**src/rtl/piso_tx_sched.sv**
```systemverilog
`default_nettype none
// ============================================================================
// Module   : piso_tx_sched
// Purpose  : Round-robin transmit scheduler that time-shares one LSB-first
//            parallel-in/serial-out shift register between NREQ requesters.
//            Each frame is one LOAD cycle, WIDTH-1 SHIFT cycles and
//            GAP idle cycles. Framing strobes are delayed by one cycle so
//            that they line up with the registered serial output of the piso.
// Ports    : clk        - clock, rising edge
//            reset      - asynchronous reset, active low
//            req        - per-requester level request
//            data       - requester i word at [i*WIDTH +: WIDTH]
//            ack        - one-hot grant pulse during the LOAD cycle
//            busy       - scheduler is not idle
//            piso_in    - parallel word to the piso
//            piso_sh    - piso control (0 = load, 1 = shift)
//            bit_valid  - piso output carries a frame bit
//            bit_first  - frame bit 0 on the piso output
//            bit_last   - frame bit WIDTH-1 on the piso output
//            bit_src    - owner of the bit currently on the piso output
// Revision : 1.0 - initial release
// ============================================================================
module piso_tx_sched #(
    parameter int WIDTH = 4,
    parameter int NREQ  = 2,
    parameter int GAP   = 1
) (
    input  logic                    clk,
    input  logic                    reset,
    input  logic [NREQ-1:0]         req,
    input  logic [NREQ*WIDTH-1:0]   data,
    output logic [NREQ-1:0]         ack,
    output logic                    busy,
    output logic [WIDTH-1:0]        piso_in,
    output logic                    piso_sh,
    output logic                    bit_valid,
    output logic                    bit_first,
    output logic                    bit_last,
    output logic [1:0]              bit_src
);

    localparam int CNT_W = 4;

    typedef enum logic [1:0] {
        S_IDLE  = 2'd0,
        S_LOAD  = 2'd1,
        S_SHIFT = 2'd2,
        S_GAP   = 2'd3
    } state_t;

    state_t             r_state;
    state_t             w_state_nxt;
    logic [CNT_W-1:0]   r_cnt;
    logic [CNT_W-1:0]   w_cnt_nxt;
    logic [1:0]         r_grant;
    logic [1:0]         r_last_grant;
    logic [1:0]         w_pick;
    logic               w_any;
    logic               w_decide;
    logic               w_cnt_zero;
    logic [3:0]         w_req4;
    logic [2:0]         w_idx;
    logic [3:0]         w_ack4;
    logic [WIDTH-1:0]   w_words [4];

    // Requests and words are widened to four slots so that a 2-bit grant
    // index selects them without width mismatch for any NREQ.
    assign w_req4 = 4'(req);

    for (genvar gi = 0; gi < 4; gi++) begin : g_word
        if (gi < NREQ) begin : g_used
            assign w_words[gi] = data[gi*WIDTH +: WIDTH];
        end else begin : g_unused
            assign w_words[gi] = '0;
        end
    end

    // Round-robin search starting just after the previous winner.
    always_comb begin
        w_any  = 1'b0;
        w_pick = r_last_grant;
        w_idx  = '0;
        for (int k = 1; k <= NREQ; k++) begin
            w_idx = 3'(r_last_grant) + 3'(k);
            if (w_idx >= 3'(NREQ)) begin
                w_idx = w_idx - 3'(NREQ);
            end
            if (!w_any && w_req4[w_idx[1:0]]) begin
                w_any  = 1'b1;
                w_pick = w_idx[1:0];
            end
        end
    end

    assign w_cnt_zero = (r_cnt == '0);

    // Next-state logic; r_cnt counts down the remaining SHIFT or GAP cycles.
    always_comb begin
        w_state_nxt = r_state;
        w_cnt_nxt   = r_cnt;
        w_decide    = 1'b0;
        case (r_state)
            S_IDLE: begin
                w_decide = 1'b1;
            end
            S_LOAD: begin
                w_state_nxt = S_SHIFT;
                w_cnt_nxt   = CNT_W'(WIDTH - 2);
            end
            S_SHIFT: begin
                if (w_cnt_zero) begin
                    if (GAP > 0) begin
                        w_state_nxt = S_GAP;
                        w_cnt_nxt   = CNT_W'(GAP - 1);
                    end else begin
                        w_decide = 1'b1;
                    end
                end else begin
                    w_cnt_nxt = r_cnt - 1'b1;
                end
            end
            S_GAP: begin
                if (w_cnt_zero) begin
                    w_decide = 1'b1;
                end else begin
                    w_cnt_nxt = r_cnt - 1'b1;
                end
            end
            default: begin
                w_state_nxt = S_IDLE;
            end
        endcase
        if (w_decide) begin
            w_state_nxt = w_any ? S_LOAD : S_IDLE;
        end
    end

    // Moore outputs: combinational from state so an asynchronous reset
    // clears them in the same cycle.
    assign w_ack4 = 4'b0001 << r_grant;

    always_comb begin
        ack     = '0;
        piso_in = '0;
        piso_sh = 1'b0;
        busy    = (r_state != S_IDLE);
        case (r_state)
            S_LOAD: begin
                ack     = w_ack4[NREQ-1:0];
                piso_in = w_words[r_grant];
            end
            S_SHIFT: begin
                piso_sh = 1'b1;
            end
            default: begin
                piso_sh = 1'b0;
            end
        endcase
    end

    always_ff @(posedge clk or negedge reset) begin
        if (!reset) begin
            r_state      <= S_IDLE;
            r_cnt        <= '0;
            r_grant      <= '0;
            r_last_grant <= 2'(NREQ - 1);
            bit_valid    <= 1'b0;
            bit_first    <= 1'b0;
            bit_last     <= 1'b0;
            bit_src      <= '0;
        end else begin
            r_state <= w_state_nxt;
            r_cnt   <= w_cnt_nxt;
            if (w_decide && w_any) begin
                r_grant      <= w_pick;
                r_last_grant <= w_pick;
            end
            // One cycle behind the state, like the piso's registered output.
            bit_valid <= (r_state == S_LOAD) || (r_state == S_SHIFT);
            bit_first <= (r_state == S_LOAD);
            bit_last  <= (r_state == S_SHIFT) && w_cnt_zero;
            bit_src   <= r_grant;
        end
    end

endmodule
`default_nettype wire

```
**config.mk**
```make
export PLATFORM = sky130hd
export DESIGN_NAME = piso_tx_sched
export DESIGN_NICKNAME = d
export VERILOG_FILES = /design/src/rtl/piso_tx_sched.sv
export SDC_FILE = /design/constraint.sdc
export NUM_CORES = 1
export LEC_CHECK = 0
export ABC_AREA = 1
export BUFFER_PORTS_ARGS = -buffer_cell sky130_fd_sc_hd__buf_2
export CORE_ASPECT_RATIO = 1.4
export CORE_UTILIZATION = 30
export DETAILED_ROUTE_END_ITERATION = 8
export GPL_TIMING_DRIVEN = 0
export PLACE_DENSITY = 0.55
export SYNTH_ARGS = -nofsm -noshare
export SYNTH_HDL_FRONTEND = slang
export SYNTH_SLANG_ARGS = --single-unit
```
**constraint.sdc**
```tcl
create_clock -name clk -period 1.3 [get_ports clk]
set_input_delay 0.26 -clock clk [delete_from_list [all_inputs] [get_ports clk]]
set_output_delay 0.26 -clock clk [all_outputs]
set_load 0.02 [all_outputs]
```
==> impl_results.md, run 1 <==
- Worst rel slew slack: 77.7%
- Worst reg2reg startpoint: r_state[1]
- Die width: 44.9 um
- Global-route wire length before repair: 2970 um
- Share of cells above drive strength 1: 53.1%
- Hold_ws: 0.330 ns
- RSZ-0062 raised after global routing: true
- Reg2reg end: r_state[0]
- Final Worst Setup Slack: -0.361 ns
- Cell-internal power: 1.80 mW
- Initial Utilization: 32.0%
- Final Setup Violations: 17
- Synthesized area per cell: 8.61 um2
- Post-route DRC: 0
- Failing checks: setup timing
- Cells along the critical path: inv_2, ha_4, nand3_4, inv_6, a22o_4, buf_6
- Cell taking the most area after synthesis: dfrtp_1
- Worst-case reg-to-reg path depth: 10
- Skew final: 0.0105 ns
- # H-tree levels: 1
- Clock period minus worst slack: 1.66 ns
- Hold Path Depth: 4
- Synth Area in Compound Gates: 12.4%
- Startpoint types: register
- Initial drt markers: 4
- Largest buffer count on any clock path: 2
- Post-synthesis xor/xnor area fraction: 1.13%
- Ys Warns: 0
- Post-route ant nets: 0
- LEAKAGE: 0.678 nW
- Final period util: 128%
- Vias/cell: 4.55
- Full die area: 2790 um2
- Sequential share of power: 21.4%
- Least-Margin Pin Slew: 0.334 ns
- Worst Hold Path EP: r_grant[1]
- Pwr per Cell Area: 2530 nW/um2
- Fmax: 602 MHz
- Slew Viols, Final: 0
- Total GRT Usage: 14.2%
- Hold Vio Cnt, Final: 0
- CP Class: reg -> out
- Clk slew on worst S/H paths: 0.10 ns
- Syn Std Cell Area: 774 um2
- Largest family of logic cells by synthesized area: simple AND/OR/NAND/NOR gates
- Netlist cell types: 19
- Vias in the first global route: 716
- Tightest Hold Check Type: in -> reg
- Worst path max stage delay: 0.39 ns
- Logic pwr share: 69.2%
- Die height: 62.1 um
- Worst VDD drop: 971 uV
- Pwr Total: 3.32 mW
- NetSw: 1.52 mW
- Max Cap Viol: 0
- Core Rows: 21
- Clock buffer count from CTS: 3
- DP HPWL: 1250 um
- R2R Setup Slk: -0.12 ns
- Clk_lat worst skew: 0.28 ns
- Worst slack, placed: -0.165 ns
- DR WL/cell: 12.1 um
- CTS tree: yes
- Post-synthesis cell count: 90
- Vias: 747
- Synthesized net count: 108
- Largest net degree at the start of global routing: 15
- Core ar.: 2420 um2
- Mux cell area share after synthesis: 0%
- Crit end category: output port
- Clk sinks: 14
- Status: complete, but fails checks
- Worst-path fanout max: 5
- Initial antenna violation count: 0
- Crit-path slowest cell: dfrtp_1
- Ranking of synthesized cells by area: dfrtp_1 42%, nand2_1 11%, ha_1 9.7%, inv_1 8.7%, a22o_1 4.5%
- Root buf cell: clkbuf_4
- Post-synthesis register bit count: 14
- Global route overflow: 0
- Final wirelength: 1980 um
- Synthesized-area fraction occupied by and/or/nand/nor cells: 22.6%
- Total negative slack: -3.19 ns
- Diode count: 0
- Worst Path Arrival: 1.40 ns
- Switching share of power: 45.9%
- Synth Area in Adders: 9.69%
- Req. time, crit path: 1.04 ns
- Area Overhead vs Synth: 69.5%
- Clock power frac: 9.5%
- Layout Nets: 149
- Pre-Repair DR Iteration Count: 6
- Seq/Total Area, Yosys: 45.4%
- I/O pins: 25
- Share of the synthesized area in the top cell type: 42.0%
- GP Congestion: 0.867
- FILL cells: 226
- Buffers on Ports: 24
- Worst Hold Launch: req[1]
## flip-flops by register name, summed over array words and instances (netlist names)
register,count
r_cnt,4
bit_src,2
r_grant,2
r_state,2
bit_first,1
bit_last,1
bit_valid,1
r_last_grant,1
## stage by stage
step / std cells / area [um2] / utilization (%)
final: 164 / 1310 / 54.3
after global routing: 164 / 1310 / 54.3
after CTS: 160 / 1190 / 49.4
after detailed placement: 148 / 987 / 40.8
after global placement: 148 / 987 / 40.8
after floorplan: 90 / 825 / -
## power by group through the flow
stage	registers [mW]	logic, mW	clock network, mW
6_report	0.710	2.30	0.314
3_3_place_gp	0.720	1.42	0
4_1_cts	0.705	1.91	0.326
3_5_place_dp	0.720	1.44	0
5_1_grt	0.725	2.50	0.363
2_1_floorplan	0.772	1.05	0
## synth_stat cells
cell type / count
nand2_1: 22
inv_1: 18
dfrtp_1: 13
ha_1: 6
nor2_1: 6
a22o_1: 4
nand3_1: 3
o21ai_0: 3
nand2_4: 2
nand3_2: 2
o21ai_1: 2
o21bai_1: 2
a21oi_1: 1
a22oi_1: 1
dfstp_2: 1
nand4_1: 1
nor2_2: 1
o2111ai_1: 1
xor2_1: 1
## worst max-delay path, delay by kind of cell, from the launching register on
kind                       cells  cell delay [ns]
AOI/OAI and AO/OA              1             0.24
adders and majority gates      1             0.18
buffers and inverters          3             0.25
DFF                            1             0.39
and+or+nand+nor                1             0.07
## layout make-up
type                       instances  area [um2]  share of cell area (%)
clock buffer                       4        36.3                    2.76
inverter                          18        77.6                    5.91
multi-input combinational         59         538                    41.0
sequential                        14         352                    26.8
tap                               34        42.5                    3.24
timing repair buffer              35         267                    20.3
## cells in the final DEF (no fill, tap or decap), types with 4 or more instances in the layout
| cell type | Yosys | final |
|---|---|---|
| buf_4 | 0 | 7 |
| nor2_1 | 6 | 5 |
| ha_4 | 0 | 4 |
| buf_2 | 0 | 16 |
| buf_6 | 0 | 11 |
| a22o_4 | 0 | 4 |
| inv_1 | 18 | 12 |
| dfrtp_1 | 13 | 13 |
| nand2_1 | 22 | 19 |
## metal layers
layer | wire [um] | track usage, % | share of wire, % | vias to the layer above
met5 | 0 | 0 | 0 | -
met4 | 79 | 4.55 | 4.0 | 0
met3 | 97 | 2.91 | 4.9 | 6
met2 | 1080 | 25.4 | 54 | 27
met1 | 726 | 15.9 | 37 | 347
li1 | - | - | - | 367
## how the worst max path moves through the flow
stage / startpoint / cells after the start / to / slack [ns]
finish: r_state[1] / 6 / piso_in[1] / -0.36
global route: r_state[1] / 6 / piso_in[0] / -0.41
CTS: r_state[0] / 5 / piso_in[3] / -0.34
detailed placement: r_state[1] / 6 / piso_in[0] / -0.17
global placement: r_state[1] / 6 / piso_in[0] / -0.16
floorplan: r_state[1] / 5 / piso_in[0] / -0.002
## timing repair
action,in CTS,in global routing
hold buffers,1,0
gates cloned,1,0
resized for setup,30,17
hold endpoints to repair,13,0
setup endpoints to repair,12,17
pin swaps,6,5
setup buffers,6,4
## kinds of logic after synthesis
kind of cell	count (synthesis)
buffers and inverters	18
XOR/XNOR	1
AND/OR/NAND/NOR	37
adder cells (fa/ha/maj)	6
AO/OA/AOI/OAI	14
flip-flops	14
No activity file was read; power rests on OpenSTA's default activity.
==> run 2, diff against run 1 <==
--- a/config.mk
+++ b/config.mk
@@ -8,10 +8,11 @@
 export ABC_AREA = 1
 export BUFFER_PORTS_ARGS = -buffer_cell sky130_fd_sc_hd__buf_2
 export CORE_ASPECT_RATIO = 1.4
-export CORE_UTILIZATION = 30
+export CORE_UTILIZATION = 35
 export DETAILED_ROUTE_END_ITERATION = 8
+export GPL_ROUTABILITY_DRIVEN = 0
 export GPL_TIMING_DRIVEN = 0
-export PLACE_DENSITY = 0.55
+export PLACE_DENSITY = 0.62
 export SYNTH_ARGS = -nofsm -noshare
 export SYNTH_HDL_FRONTEND = slang
 export SYNTH_SLANG_ARGS = --single-unit
==> run 2 against run 1 <==
The run still ends with setup timing left. Hold slack got worse by 0.012 ns. Wire length shrank 4.4%. Sequential share of layout area grew 0.92 points. Fmax shrank 1.2%. Clock power barely moved. Cell count decreased by 9.1%. Count of clock-buffer cells in the layout is the same. Global-route usage up 2.2 points. Final area shrank 3.3%. Sequential power about the same. Clock skew is 0.0067 ns lower. Critical path type unchanged. Critical endpoint is now piso_in[2]. Largest power group unchanged.
==> impl_results.md, run 2 (synthesis results as in run 1) <==
- Largest Register: r_cnt (unchanged)
- Max Cap Viol: 0 (unchanged)
- Fmax: 595 MHz (was 602 MHz)
- RSZ-0062 raised after global routing: true (unchanged)
- Core Rows: 19 (was 21)
- Routed wl met2: 1090 um (was 1080 um)
- Share of cells above drive strength 1: 53.1% (about the same)
- Multi-input logic area: 518 um2 (was 538 um2)
- LEAKAGE: 0.672 nW (was 0.678 nW)
- Clk slew on worst S/H paths: 0.09 ns (was 0.10 ns)
- Worst-path fanout max: 5 (unchanged)
- Area Overhead vs Synth: 63.8% (was 69.5%)
- Die height: 57.7 um (was 62.1 um)
- Crit-path slowest cell: dfrtp_1 (unchanged)
- Vias: 752 (was 747)
- Full die area: 2410 um2 (was 2790 um2)
- CP Class: reg -> out (unchanged)
- WP buf/inv: 3 (unchanged)
- Initial drt markers: 12 (was 4)
- Largest buffer count on any clock path: 2 (unchanged)
- Final wirelength: 1890 um (was 1980 um)
- Core ar.: 2020 um2 (was 2420 um2)
- # H-tree levels: 1 (unchanged)
- Pre-Repair DR Iteration Count: 4 (was 6)
- Worst path max stage delay: 0.38 ns (was 0.39 ns)
- Highest routed layer: met4 (unchanged)
- Status: complete, but fails checks (unchanged)
- Startpoint types: register (unchanged)
- Buffers on Ports: 24 (unchanged)
- Final Worst Setup Slack: -0.381 ns (was -0.361 ns)
- Hold_ws: 0.318 ns (was 0.330 ns)
- Die width: 41.8 um (was 44.9 um)
- Post-route ant nets: 0 (unchanged)
- Final Setup Violations: 17 (unchanged)
- Crit end category: output port (unchanged)
- Final period util: 129% (was 128%)
- Hold Vio Cnt, Final: 0 (unchanged)
- DR WL/cell: 12.7 um (was 12.1 um)
- Register area: 352 um2 (unchanged)
- Clk_lat worst skew: 0.29 ns (was 0.28 ns)
- Tightest Hold Check Type: in -> reg (unchanged)
- Clock buffer count from CTS: 3 (unchanged)
- Least-Margin Pin Slew: 0.318 ns (was 0.334 ns)
- Slew Viols, Final: 0 (unchanged)
- Met3 wire length: 83 um (was 97 um)
- CTS tree: yes (unchanged)
- I/O pins: 25 (unchanged)
- Layout Nets: 147 (was 149)
- Total GRT Usage: 16.4% (was 14.2%)
- Skew final: 0.00378 ns (was 0.0105 ns)
- Failing checks: setup timing (unchanged)
- Cell family with most CP delay: flip-flops (unchanged)
- Clk sinks: 14 (unchanged)
- Post-route DRC: 0 (unchanged)
- DP HPWL: 1210 um (was 1250 um)
- Initial antenna violation count: 0 (unchanged)
- Global-route wire length before repair: 3030 um (was 2970 um)
- WL met1: 689 um (was 726 um)
- Fin util: 62.8% (was 54.3%)
- Largest net degree at the start of global routing: 15 (unchanged)
- Req. time, crit path: 1.04 ns (about the same)
- Worst rel slew slack: 78.8% (was 77.7%)
- Worst VDD drop: 1540 uV (was 971 uV)
- Root buf cell: clkbuf_4 (unchanged)
- FILL cells: 162 (was 226)
- Worst Path Arrival: 1.42 ns (was 1.40 ns)
- Vias in the first global route: 743 (was 716)
- Pwr per Cell Area: 2640 nW/um2 (was 2530 nW/um2)
- Initial Utilization: 38.3% (was 32.0%)
- Cells along the critical path: inv_2, ha_4, nand3_4, inv_4, a22o_4, buf_6 (was inv_2, ha_4, nand3_4, inv_6, a22o_4, buf_6)
- Clock period minus worst slack: 1.68 ns (was 1.66 ns)
- Commonest non-fill, non-tap cells in the layout: 19 x nand2_1, 17 x buf_2, 13 x dfrtp_1 (was 19 x nand2_1, 16 x buf_2, 13 x dfrtp_1)
- Max FFs per register: 4 (unchanged)
- Commonest non-fill, non-tap cell in the layout: nand2_1 (unchanged)
- Vias/cell: 5.05 (was 4.55)
- Diode count: 0 (unchanged)
- Global route overflow: 0 (unchanged)
run 2: what timing repair did:
item	in CTS	in global routing
resized for setup	32	14
buffers inserted	6	3
cloned	1	0
hold buffers	1	0
pin swaps	7	3
endpoints found under the hold margin	13	0
endpoints found under the setup margin	14	17
run 2: worst paths after layout:
check                            from               to  slack, ns  cells after the start
min reg2reg                r_grant[1]       bit_src[1]       0.47                      0
max reg2reg                r_state[0]       r_state[0]      -0.23                     12
max                        r_state[1]       piso_in[2]      -0.38                      6
min in group asynchronous       reset         r_cnt[1]       0.38                      2
min                            req[1]       r_grant[1]       0.32                      4
max in group asynchronous       reset  r_last_grant[0]       0.63                      2
run 2: per-stage QoR:
step	instances	worst slack, ns	power (mW)	TNS, ns	area [um2]
2_1_floorplan	90	-0.00163	1.82	-0.00198	825
3_3_place_gp	135	-0.145	2.13	-0.630	971
3_5_place_dp	135	-0.163	2.16	-0.757	971
4_1_cts	147	-0.365	3.05	-2.82	1200
5_1_grt	149	-0.427	3.57	-4.96	1270
6_report	149	-0.381	3.35	-3.94	1270
run 2: layout make-up:
type                       instances  share of cell area (%)
clock buffer                       4                    2.86
inverter                          18                    6.51
multi-input combinational         59                    40.8
sequential                        14                    27.7
tap                               21                    2.07
timing repair buffer              33                    20.0
run 2: worst reg2reg max path, cell delays in order, from the launching register on:
cell     delay [ns]
dfrtp_1        0.42
buf_4          0.15
buf_6          0.13
inv_6          0.06
ha_4           0.14
buf_12         0.10
inv_1          0.03
nand2_1        0.09
nand2_2        0.09
nor2_2         0.08
nand2_1        0.05
nand2_1        0.06
inv_1          0.03
run 2: report_power, final:
| group | switching (mW) | internal (mW) |
|---|---|---|
| clock | 0.146 | 0.171 |
| combinational | 1.28 | 1.04 |
| sequential | 0.0991 | 0.613 |
| total | 1.53 | 1.82 |
run 2: layer usage:
| metal | GRT usage (%) | vias to the layer above |
|---|---|---|
| met5 | 0 | - |
| met4 | 7.37 | 0 |
| met3 | 2.18 | 5 |
| met2 | 32.1 | 26 |
| met1 | 16.8 | 349 |
| li1 | - | 372 |
==> run 3, diff against run 2 <==
--- a/config.mk
+++ b/config.mk
@@ -7,7 +7,6 @@
 export LEC_CHECK = 0
 export ABC_AREA = 1
 export BUFFER_PORTS_ARGS = -buffer_cell sky130_fd_sc_hd__buf_2
-export CORE_ASPECT_RATIO = 1.4
 export CORE_UTILIZATION = 35
 export DETAILED_ROUTE_END_ITERATION = 8
 export GPL_ROUTABILITY_DRIVEN = 0
==> run 3 against run 2 <==
Via count down 1.5%. Combinational power about the same. Flip-flop and latch count unchanged. Fmax rose by 1.5%. Hold slack improved by 0.0083 ns. The flow still finishes with violations (setup timing). Final area grew 3.3%. Critical path type unchanged.
==> impl_results.md, run 3 (synthesis results as in run 1) <==
- Startpoint types: register (unchanged)
- Global-route wire length before repair: 2910 um (was 3030 um)
- Initial antenna violation count: 0 (unchanged)
- Reg2reg end: r_state[1] (was r_state[0])
- Vias: 741 (was 752)
- Logic pwr share: 69.3% (about the same)
- Total negative slack: -3.88 ns (was -3.94 ns)
- Clock power frac: 9.5% (was 9.4%)
- Clock period minus worst slack: 1.66 ns (was 1.68 ns)
- Largest net degree at the start of global routing: 15 (unchanged)
- Buffers on Ports: 24 (unchanged)
- Pre-Repair DR Iteration Count: 4 (unchanged)
- Total GRT Usage: 16.3% (was 16.4%)
- Global route overflow: 0 (unchanged)
- Clk sinks: 14 (unchanged)
- Initial drt markers: 8 (was 12)
- Non-filler instance count after layout: 159 (was 149)
- R2R Setup Slk: -0.23 ns (about the same)
- Inst Count DP: 141 (was 135)
- Clk_lat worst skew: 0.28 ns (was 0.29 ns)
- Fin util: 64.8% (was 62.8%)
- I/O pins: 25 (unchanged)
- Worst reg2reg startpoint: r_state[1] (was r_state[0])
- Commonest non-fill, non-tap cells in the layout: 19 x nand2_1, 16 x buf_2, 13 x dfrtp_1 (was 19 x nand2_1, 17 x buf_2, 13 x dfrtp_1)
- Core ar.: 2020 um2 (about the same)
- Full die area: 2400 um2 (was 2410 um2)
- Worst Path Arrival: 1.40 ns (was 1.42 ns)
- CP endpoint: piso_in[3] (was piso_in[2])
- Sequential share of power: 21.2% (about the same)
- DR WL/cell: 12.2 um (was 12.7 um)
- Final wirelength: 1940 um (was 1890 um)
- Vias/cell: 4.66 (was 5.05)
- FILL cells: 155 (was 162)
- Switching share of power: 45.3% (was 45.6%)
- Final Worst Setup Slack: -0.356 ns (was -0.381 ns)
- Critical path origin: r_state[1] (unchanged)
- Worst-path fanout max: 5 (unchanged)
- Clk slew on worst S/H paths: 0.09 ns (about the same)
- Cell-internal power: 1.85 mW (was 1.82 mW)
- Least-Margin Pin Slew: 0.321 ns (was 0.318 ns)
- Worst rel slew slack: 78.6% (was 78.8%)
- Root buf cell: clkbuf_4 (unchanged)
- Initial Utilization: 38.3% (about the same)
- RSZ-0062 raised after global routing: true (unchanged)
- Pwr per Cell Area: 2580 nW/um2 (was 2640 nW/um2)
- CP Class: reg -> out (unchanged)
- Crit end category: output port (unchanged)
- Worst-case reg-to-reg path depth: 9 (was 12)
- Failing checks: setup timing (unchanged)
- Max FFs per register: 4 (unchanged)
- Largest Register: r_cnt (unchanged)
- Layout Nets: 151 (was 147)
- Fmax: 604 MHz (was 595 MHz)
- Share of cells above drive strength 1: 53.0% (was 53.1%)
- NetSw: 1.53 mW (about the same)
- Hold Vio Cnt, Final: 0 (unchanged)
- Commonest non-fill, non-tap cell in the layout: nand2_1 (unchanged)
- Vias in the first global route: 654 (was 743)
- Final period util: 127% (was 129%)
- DP HPWL: 1190 um (was 1210 um)
- Clock buffer count from CTS: 3 (unchanged)
- Final Setup Violations: 17 (unchanged)
- Req. time, crit path: 1.04 ns (about the same)
- Slew Viols, Final: 0 (unchanged)
- Post-route DRC: 0 (unchanged)
- Area Overhead vs Synth: 69.1% (was 63.8%)
- Max Cap Viol: 0 (unchanged)
- Largest buffer count on any clock path: 2 (unchanged)
- LEAKAGE: 0.690 nW (was 0.672 nW)
- Tightest Hold Check Type: in -> reg (unchanged)
- Die height: 49.0 um (was 57.7 um)
- # H-tree levels: 1 (unchanged)
- Status: complete, but fails checks (unchanged)
- Die width: 49.0 um (was 41.8 um)
- Post-route ant nets: 0 (unchanged)
- Worst VDD drop: 1720 uV (was 1540 uV)
- Diode count: 0 (unchanged)
- Skew final: 0.00256 ns (was 0.00378 ns)
- CTS tree: yes (unchanged)
- Post-route cell area: 1310 um2 (was 1270 um2)
- Area after DPL: 978 um2 (was 971 um2)
- Core Rows: 16 (was 19)
==> run 3: power by group through the flow <==
stage	clock network (mW)	registers [mW]	logic, mW
2_1_floorplan	0	0.772	1.05
3_3_place_gp	0	0.718	1.41
3_5_place_dp	0	0.724	1.43
4_1_cts	0.333	0.710	1.96
5_1_grt	0.338	0.739	2.54
6_report	0.320	0.719	2.35
==> run 3: layout make-up <==
class                      instances  area [um2]  area share (%)
multi-input combinational         59         524            40.0
sequential                        14         352            26.8
clock buffer                       4        36.3            2.77
inverter                          18        82.6            6.30
timing repair buffer              37         282            21.5
tap                               27        33.8            2.58
==> run 3: per-layer routing <==
metal | track usage, % | up-vias | wire, um
met3 | 5.61 | 2 | 91
met1 | 21.1 | 345 | 847
met2 | 25.5 | 19 | 988
li1 | - | 375 | -
met5 | 0 | - | 0
met4 | 4.90 | 0 | 12
==> run 3: repair_timing <==
item / in CTS / in global routing
hold endpoints to repair: 13 / 0
endpoints found under the setup margin: 13 / 17
pin swaps: 7 / 6
hold buffers: 1 / 0
cloned: 1 / 0
setup buffers: 7 / 5
resized for setup: 31 / 18
==> run 3: through the flow <==
step           setup slack (ns)  total power [mW]  hold slack [ns]
4_1_cts                  -0.359              3.01            0.319
3_3_place_gp             -0.138              2.13            0.172
3_5_place_dp             -0.165              2.15            0.174
2_1_floorplan          -0.00163              1.82          -0.0356
6_report                 -0.356              3.39            0.326
5_1_grt                  -0.402              3.61            0.348
==> run 3: critical path, stage by stage (launching register included) <==
cell     delay [ns]
dfrtp_1        0.38
inv_2          0.06
ha_4           0.18
nand3_4        0.07
inv_6          0.05
a22o_4         0.24
buf_6          0.13
==> run 3: worst min path at each step <==
stage / startpoint / end / slack (ns) / cells past startpoint
after floorplan: reset / bit_first / -0.04 / 0
after CTS: req[1] / r_grant[1] / 0.32 / 4
after global placement: reset / r_cnt[2] / 0.17 / 1
final: req[1] / r_grant[1] / 0.33 / 4
after detailed placement: reset / r_cnt[0] / 0.17 / 1
after global routing: req[1] / r_grant[1] / 0.35 / 4
